**src/rtl/cook_timer_ctrl_pkg.sv**
```systemverilog
// ----------------------------------------------------------------------------
// cook_timer_ctrl_pkg
//   Shared definitions for the cook timer controller and its BCD mm:ss
//   down-counter.
//   - state_e       : controller FSM states with their fixed 2-bit codes
//   - ST_*          : the same codes as plain 2-bit constants
//   - bcd_t         : one 4-bit BCD digit
//   - SEC_TENS_WRAP : value the seconds-tens digit takes after a borrow (5)
//   - DIGIT_WRAP    : value any other digit takes after a borrow (9)
// ----------------------------------------------------------------------------
package cook_timer_ctrl_pkg;

    typedef enum logic [1:0] {
        IDLE  = 2'd0,
        COOK  = 2'd1,
        PAUSE = 2'd2,
        DONE  = 2'd3
    } state_e;

    localparam logic [1:0] ST_IDLE  = 2'd0;
    localparam logic [1:0] ST_COOK  = 2'd1;
    localparam logic [1:0] ST_PAUSE = 2'd2;
    localparam logic [1:0] ST_DONE  = 2'd3;

    typedef logic [3:0] bcd_t;

    localparam bcd_t SEC_TENS_WRAP = 4'd5;
    localparam bcd_t DIGIT_WRAP    = 4'd9;

    // Keypad codes 10-15 are not decimal digits.
    function automatic logic is_valid_digit(input bcd_t d);
        return (d <= DIGIT_WRAP);
    endfunction

endpackage

```
**src/rtl/bcd_mmss_down.sv**
```systemverilog
// ----------------------------------------------------------------------------
// bcd_mmss_down
//   Four-digit BCD mm:ss register with keypad shift-in and a one-second
//   down-count.
//   Ports:
//     clk, rst      : clock, asynchronous active-high reset
//     clr_i         : clear all digits to zero (highest priority)
//     load_i        : shift left one digit, digit_i enters at seconds units
//     digit_i       : BCD digit to shift in
//     dec_i         : subtract one second (ignored at 00:00)
//     time_bcd_o    : {min_tens, min_units, sec_tens, sec_units}
//     is_zero_o     : time is 00:00
//     is_one_o      : time is 00:01 (next decrement reaches zero)
// ----------------------------------------------------------------------------
module bcd_mmss_down
    import cook_timer_ctrl_pkg::*;
(
    input  logic        clk,
    input  logic        rst,
    input  logic        clr_i,
    input  logic        load_i,
    input  bcd_t        digit_i,
    input  logic        dec_i,
    output logic [15:0] time_bcd_o,
    output logic        is_zero_o,
    output logic        is_one_o
);

    bcd_t min_tens_q, min_units_q, sec_tens_q, sec_units_q;
    bcd_t min_tens_d, min_units_d, sec_tens_d, sec_units_d;

    assign time_bcd_o = {min_tens_q, min_units_q, sec_tens_q, sec_units_q};
    assign is_zero_o  = (time_bcd_o == 16'h0000);
    assign is_one_o   = (time_bcd_o == 16'h0001);

    // Borrow chain: each digit only borrows when all lower digits are zero.
    // Seconds above 59 (keyed in as 60-99) simply count down digit by digit;
    // the seconds-tens wrap to 5 only happens when seconds reach 00.
    always_comb begin
        min_tens_d  = min_tens_q;
        min_units_d = min_units_q;
        sec_tens_d  = sec_tens_q;
        sec_units_d = sec_units_q;
        if (clr_i) begin
            min_tens_d  = '0;
            min_units_d = '0;
            sec_tens_d  = '0;
            sec_units_d = '0;
        end else if (load_i) begin
            min_tens_d  = min_units_q;
            min_units_d = sec_tens_q;
            sec_tens_d  = sec_units_q;
            sec_units_d = digit_i;
        end else if (dec_i && !is_zero_o) begin
            if (sec_units_q != '0) begin
                sec_units_d = sec_units_q - 4'd1;
            end else begin
                sec_units_d = DIGIT_WRAP;
                if (sec_tens_q != '0) begin
                    sec_tens_d = sec_tens_q - 4'd1;
                end else begin
                    sec_tens_d = SEC_TENS_WRAP;
                    if (min_units_q != '0) begin
                        min_units_d = min_units_q - 4'd1;
                    end else begin
                        min_units_d = DIGIT_WRAP;
                        min_tens_d  = min_tens_q - 4'd1;
                    end
                end
            end
        end
    end

    always_ff @(posedge clk or posedge rst) begin
        if (rst) begin
            min_tens_q  <= '0;
            min_units_q <= '0;
            sec_tens_q  <= '0;
            sec_units_q <= '0;
        end else begin
            min_tens_q  <= min_tens_d;
            min_units_q <= min_units_d;
            sec_tens_q  <= sec_tens_d;
            sec_units_q <= sec_units_d;
        end
    end

endmodule

```
**src/rtl/cook_timer_ctrl.sv**
```systemverilog
// ----------------------------------------------------------------------------
// cook_timer_ctrl
//   Microwave cook-timer controller: keypad time entry, start/stop/clear
//   handling, door interlock and one-second countdown.
//   Ports:
//     clk, rst     : clock, asynchronous active-high reset
//     tick_1hz     : one-clk pulse per second
//     startn       : start request, active low
//     stopn        : stop/pause request, active low
//     clearn       : clear request, active low
//     door_closed  : 1 = door closed
//     key_valid    : qualifies key_digit for one clk
//     key_digit    : BCD keypad digit (10-15 ignored)
//     mag_on       : magnetron enable, drops combinationally on door open
//     timer_done   : high in DONE
//     time_bcd     : remaining time {m10, m1, s10, s1}, registered
//     state        : FSM state code, registered
// ----------------------------------------------------------------------------
module cook_timer_ctrl
    import cook_timer_ctrl_pkg::*;
(
    input  logic        clk,
    input  logic        rst,
    input  logic        tick_1hz,
    input  logic        startn,
    input  logic        stopn,
    input  logic        clearn,
    input  logic        door_closed,
    input  logic        key_valid,
    input  logic [3:0]  key_digit,
    output logic        mag_on,
    output logic        timer_done,
    output logic [15:0] time_bcd,
    output logic [1:0]  state
);

    state_e state_q, state_d;

    logic cnt_clr, cnt_load, cnt_dec;
    logic cnt_is_zero, cnt_is_one;

    bcd_mmss_down u_counter (
        .clk        (clk),
        .rst        (rst),
        .clr_i      (cnt_clr),
        .load_i     (cnt_load),
        .digit_i    (key_digit),
        .dec_i      (cnt_dec),
        .time_bcd_o (time_bcd),
        .is_zero_o  (cnt_is_zero),
        .is_one_o   (cnt_is_one)
    );

    // Request priority: clear > door open > stop > start > tick > key.
    // Requests with no meaning in the current state fall through to the
    // next lower one (e.g. a held start button in COOK does not mask ticks).
    always_comb begin
        state_d  = state_q;
        cnt_clr  = 1'b0;
        cnt_load = 1'b0;
        cnt_dec  = 1'b0;
        if (!clearn) begin
            state_d = IDLE;
            cnt_clr = 1'b1;
        end else begin
            unique case (state_q)
                IDLE: begin
                    if (!startn && door_closed && !cnt_is_zero) begin
                        state_d = COOK;
                    end else if (key_valid && is_valid_digit(key_digit)) begin
                        cnt_load = 1'b1;
                    end
                end
                COOK: begin
                    if (!door_closed || !stopn) begin
                        state_d = PAUSE;
                    end else if (tick_1hz) begin
                        cnt_dec = 1'b1;
                        if (cnt_is_one) begin
                            state_d = DONE;
                        end
                    end
                end
                PAUSE: begin
                    if (door_closed && stopn && !startn) begin
                        state_d = COOK;
                    end
                end
                DONE: begin
                    state_d = DONE;
                end
                default: begin
                    state_d = IDLE;
                end
            endcase
        end
    end

    always_ff @(posedge clk or posedge rst) begin
        if (rst) begin
            state_q <= IDLE;
        end else begin
            state_q <= state_d;
        end
    end

    // Derived from the asynchronously reset state register, so reset and
    // door opening both remove the magnetron without waiting for clk.
    assign mag_on     = (state_q == COOK) && door_closed;
    assign timer_done = (state_q == DONE);
    assign state      = state_q;

endmodule

```
**config.mk**
```make
export PLATFORM = sky130hd
export DESIGN_NAME = cook_timer_ctrl
export DESIGN_NICKNAME = d
export VERILOG_FILES = /design/src/rtl/cook_timer_ctrl_pkg.sv /design/src/rtl/bcd_mmss_down.sv /design/src/rtl/cook_timer_ctrl.sv
export SDC_FILE = /design/constraint.sdc
export NUM_CORES = 1
export LEC_CHECK = 0
export CORE_ASPECT_RATIO = 1.75
export CORE_MARGIN = 2
export CORE_UTILIZATION = 49
export DETAILED_ROUTE_END_ITERATION = 8
export HOLD_SLACK_MARGIN = 0.02
export PLACE_DENSITY = 0.8
export SETUP_SLACK_MARGIN = 0.3
export SYNTH_ARGS = -nofsm -noshare
export SYNTH_HDL_FRONTEND = slang
export SYNTH_HIERARCHICAL = 1
export SYNTH_SLANG_ARGS = --single-unit
```
**constraint.sdc**
```tcl
create_clock -name clk -period 3.34 [get_ports clk]
set_input_delay 0.501 -clock clk [delete_from_list [all_inputs] [get_ports clk]]
set_output_delay 0.501 -clock clk [all_outputs]
set_load 0.03 [all_outputs]
```
==> results.yml <==
grt:
  grt_usage_pct: 24.9
  grt_pass1_wl_um: 5870
  grt_antenna_before_repair: 0
  grt_pass1_vias: 1361
  grt-ovfl-total: 0
  grt_max_degree: 22
drt:
  drt-wirelength-per-cell_um: 17.3
  wirelength_um: 3560
  drc: 0
  postRouteAntennaNets: 0
  vias_per_cell: 6.36
  drt_iter0_markers: 54
  firstDrtPassIters: 4
  vias: 1311
timing:
  post-route-period-util_pct: 79.8
  finClkSkew_ns: 0.00408
  fmax_ghz: 0.375
  setup-tns-final_ns: 0
  relSlewSlack_pct: 56.3
  rsz0062_at_grt: "false"
  layout_setup_ws_ns: 0.676
  finalSetupViolCount: 0
  slew_viol_final: 0
  worst_pin_slew_ns: 0.654
  period_needed_ns: 2.66
  hold_viol_final: 0
logic_synthesis:
  ys_warn_count: 6
  synthCells: 149
  synth_top_area_cell: "dfrtp_1"
  synth_area_um2: 1290
  synth_cell_types: 50
  syn_avg_cell_area_um2: 8.64
  syn_nets: 162
  netlist_top_cells_count: "19 x nor2_1, 18 x dfrtp_1, 13 x nand2_1"
  synth-seq-cells: 18
  synth_most_common_cell: "nor2_1"
  yosysSeqAreaShare_pct: 35.0
  synthTopCellsByArea: "dfrtp_1 35%, nor2_1 5.5%, nand2_1 3.8%"
  synth_top_cell_area_share_pct: 35.0
  async_flop_share_pct: 100
  synth_edf_count: 0
  synthFlopType: "dfrtp_1"
clocking:
  cts.sinks: 18
  clkTransAtPathRegs_ns: 0.07
  cts_root_buffer: "clkbuf_8"
  post_cts_resized: 0
  htreeDepth: 1
  numCtsBuffers: 3
  post_cts_buffers: 0
  clock_path_buffers: 2
  cts_tree: "done"
  hold_buffers: 0
  clock_latency_ns: 0.26
floorplan:
  initial_core_util_pct: 51.7
  io_pins: 32
  die_w_um: 42.8
  die_h_um: 71.8
  rows: 24
  core-area_um2: 2490
  die-area_um2: 3070
finish:
  fin_area_um2: 1670
  fillCellCount: 215
  fin_nets: 194
  syn_to_final_growth_pct: 29.4
  num_antenna_cells: 0
  drive_gt1_share_pct: 11.1
critical_path:
  critPathKind: "in2reg"
  worstPathMaxFanout: 6
  worstPathArrival_ns: 2.81
  crit_start: "door_closed"
  end_kind: "flop"
  cp.required_ns: 3.49
  r2r_start: "u_counter/min_tens_q[0]"
  startpoint_type: "primary input"
power:
  leakage_uw: 0.000690
  pwr_density_cell_nw_per_um2: 395
  ir_drop_mv: 0.259
placed_design:
  dp.final_hpwl_um: 2690
  placed_cell_area_um2: 1610
  port_buffers: 31
  gp_congestion: 0.858
  pre_cts_slack_ns: 0.408
status:
  status: "finished, final reports clean"
worst_hold_path:
  hp-class: "in2async"
run:
  maxCapViolCount: 0
-- state kept, by name (all words and copies together), names as in the netlist --
signal and count:
u_counter/sec_units_q 4, u_counter/sec_tens_q 4, u_counter/min_tens_q 4, state 2, u_counter/min_units_q 4
-- critical path, stage by stage --
cell and delay (ns):
clkdlybuf4s50_1 0.54, nand2_1 0.10, nor4_1 0.24, buf_4 0.18
or4b_4 0.48, nor3_1 0.23, mux2_1 0.35, a22o_1 0.20
-- power by group --
part / internal (µW) / switching (µW) / total (µW)
Combinational: 88.5 / 128 / 217
Sequential: 232 / 26.7 / 259
Clock: 105 / 77.6 / 183
Total: 425 / 233 / 658
-- layout make-up --
type | instances | area (µm²) | area share (%)
Clock buffer | 4 | 55.1 | 3.30
Inverter | 12 | 45.0 | 2.70
Multi-Input combinational cell | 112 | 751 | 45.0
Sequential cell | 18 | 450 | 27.0
Tap cell | 26 | 32.5 | 1.95
Timing Repair Buffer | 34 | 333 | 20.0
-- metal layers --
metal	share of wire (%)	track usage, %	vias up	wire length, µm
met4	3.6	14.2	0	127
met2	56	47.5	47	1990
li1	-	-	621	-
met1	37	24.8	630	1320
met3	3.3	2.27	13	118
met5	0	0	-	0
-- logic make-up (layout without fill, tap and decap cells) --
| logic type | count (synthesis) | count (layout) | share of synthesized area, % |
|---|---|---|---|
| buffers and inverters | 19 | 50 | 6.71 |
| adders and majority gates | 1 | 1 | 0.972 |
| muxes | 1 | 1 | 0.875 |
| DFF | 18 | 18 | 35.0 |
| AOI/OAI and AO/OA | 39 | 39 | 22.4 |
| and+or+nand+nor | 71 | 71 | 34.1 |
-- stage by stage --
stage / hold WS, ns / total power, µW / util [%] / std cells
3_3_place_gp: 0.579 / 472 / 64.7 / 202
2_1_floorplan: 0.242 / 398 / - / 149
4_1_cts: 0.401 / 660 / 66.9 / 206
5_1_grt: 0.426 / 686 / 66.9 / 206
3_5_place_dp: 0.585 / 476 / 64.7 / 202
6_report: 0.407 / 658 / 66.9 / 206
-- worst paths after layout --
check                                            to  slack [ns]  depth (start not counted)
min reg2reg                 u_counter/min_tens_q[3]        0.59                          2
max                         u_counter/sec_tens_q[1]        0.68                          8
max reg2reg                u_counter/sec_units_q[3]        0.71                         13
min                                        state[1]        0.41                          2
max in group asynchronous  u_counter/min_units_q[3]        2.27                          2
min in group clk            u_counter/min_tens_q[3]        0.59                          2
-- cell usage in the layout, fill, tap and decap left out, types with 4 or more instances in the layout --
cell type         n
a311oi_1          5
and3_1            4
clkbuf_8          4
clkdlybuf4s50_1  31
dfrtp_1          18
inv_1            11
nand2_1          13
nor2_1           19
nor3_1            4
o21ai_0           8
Note: power is estimated with default switching activity, not from simulation.
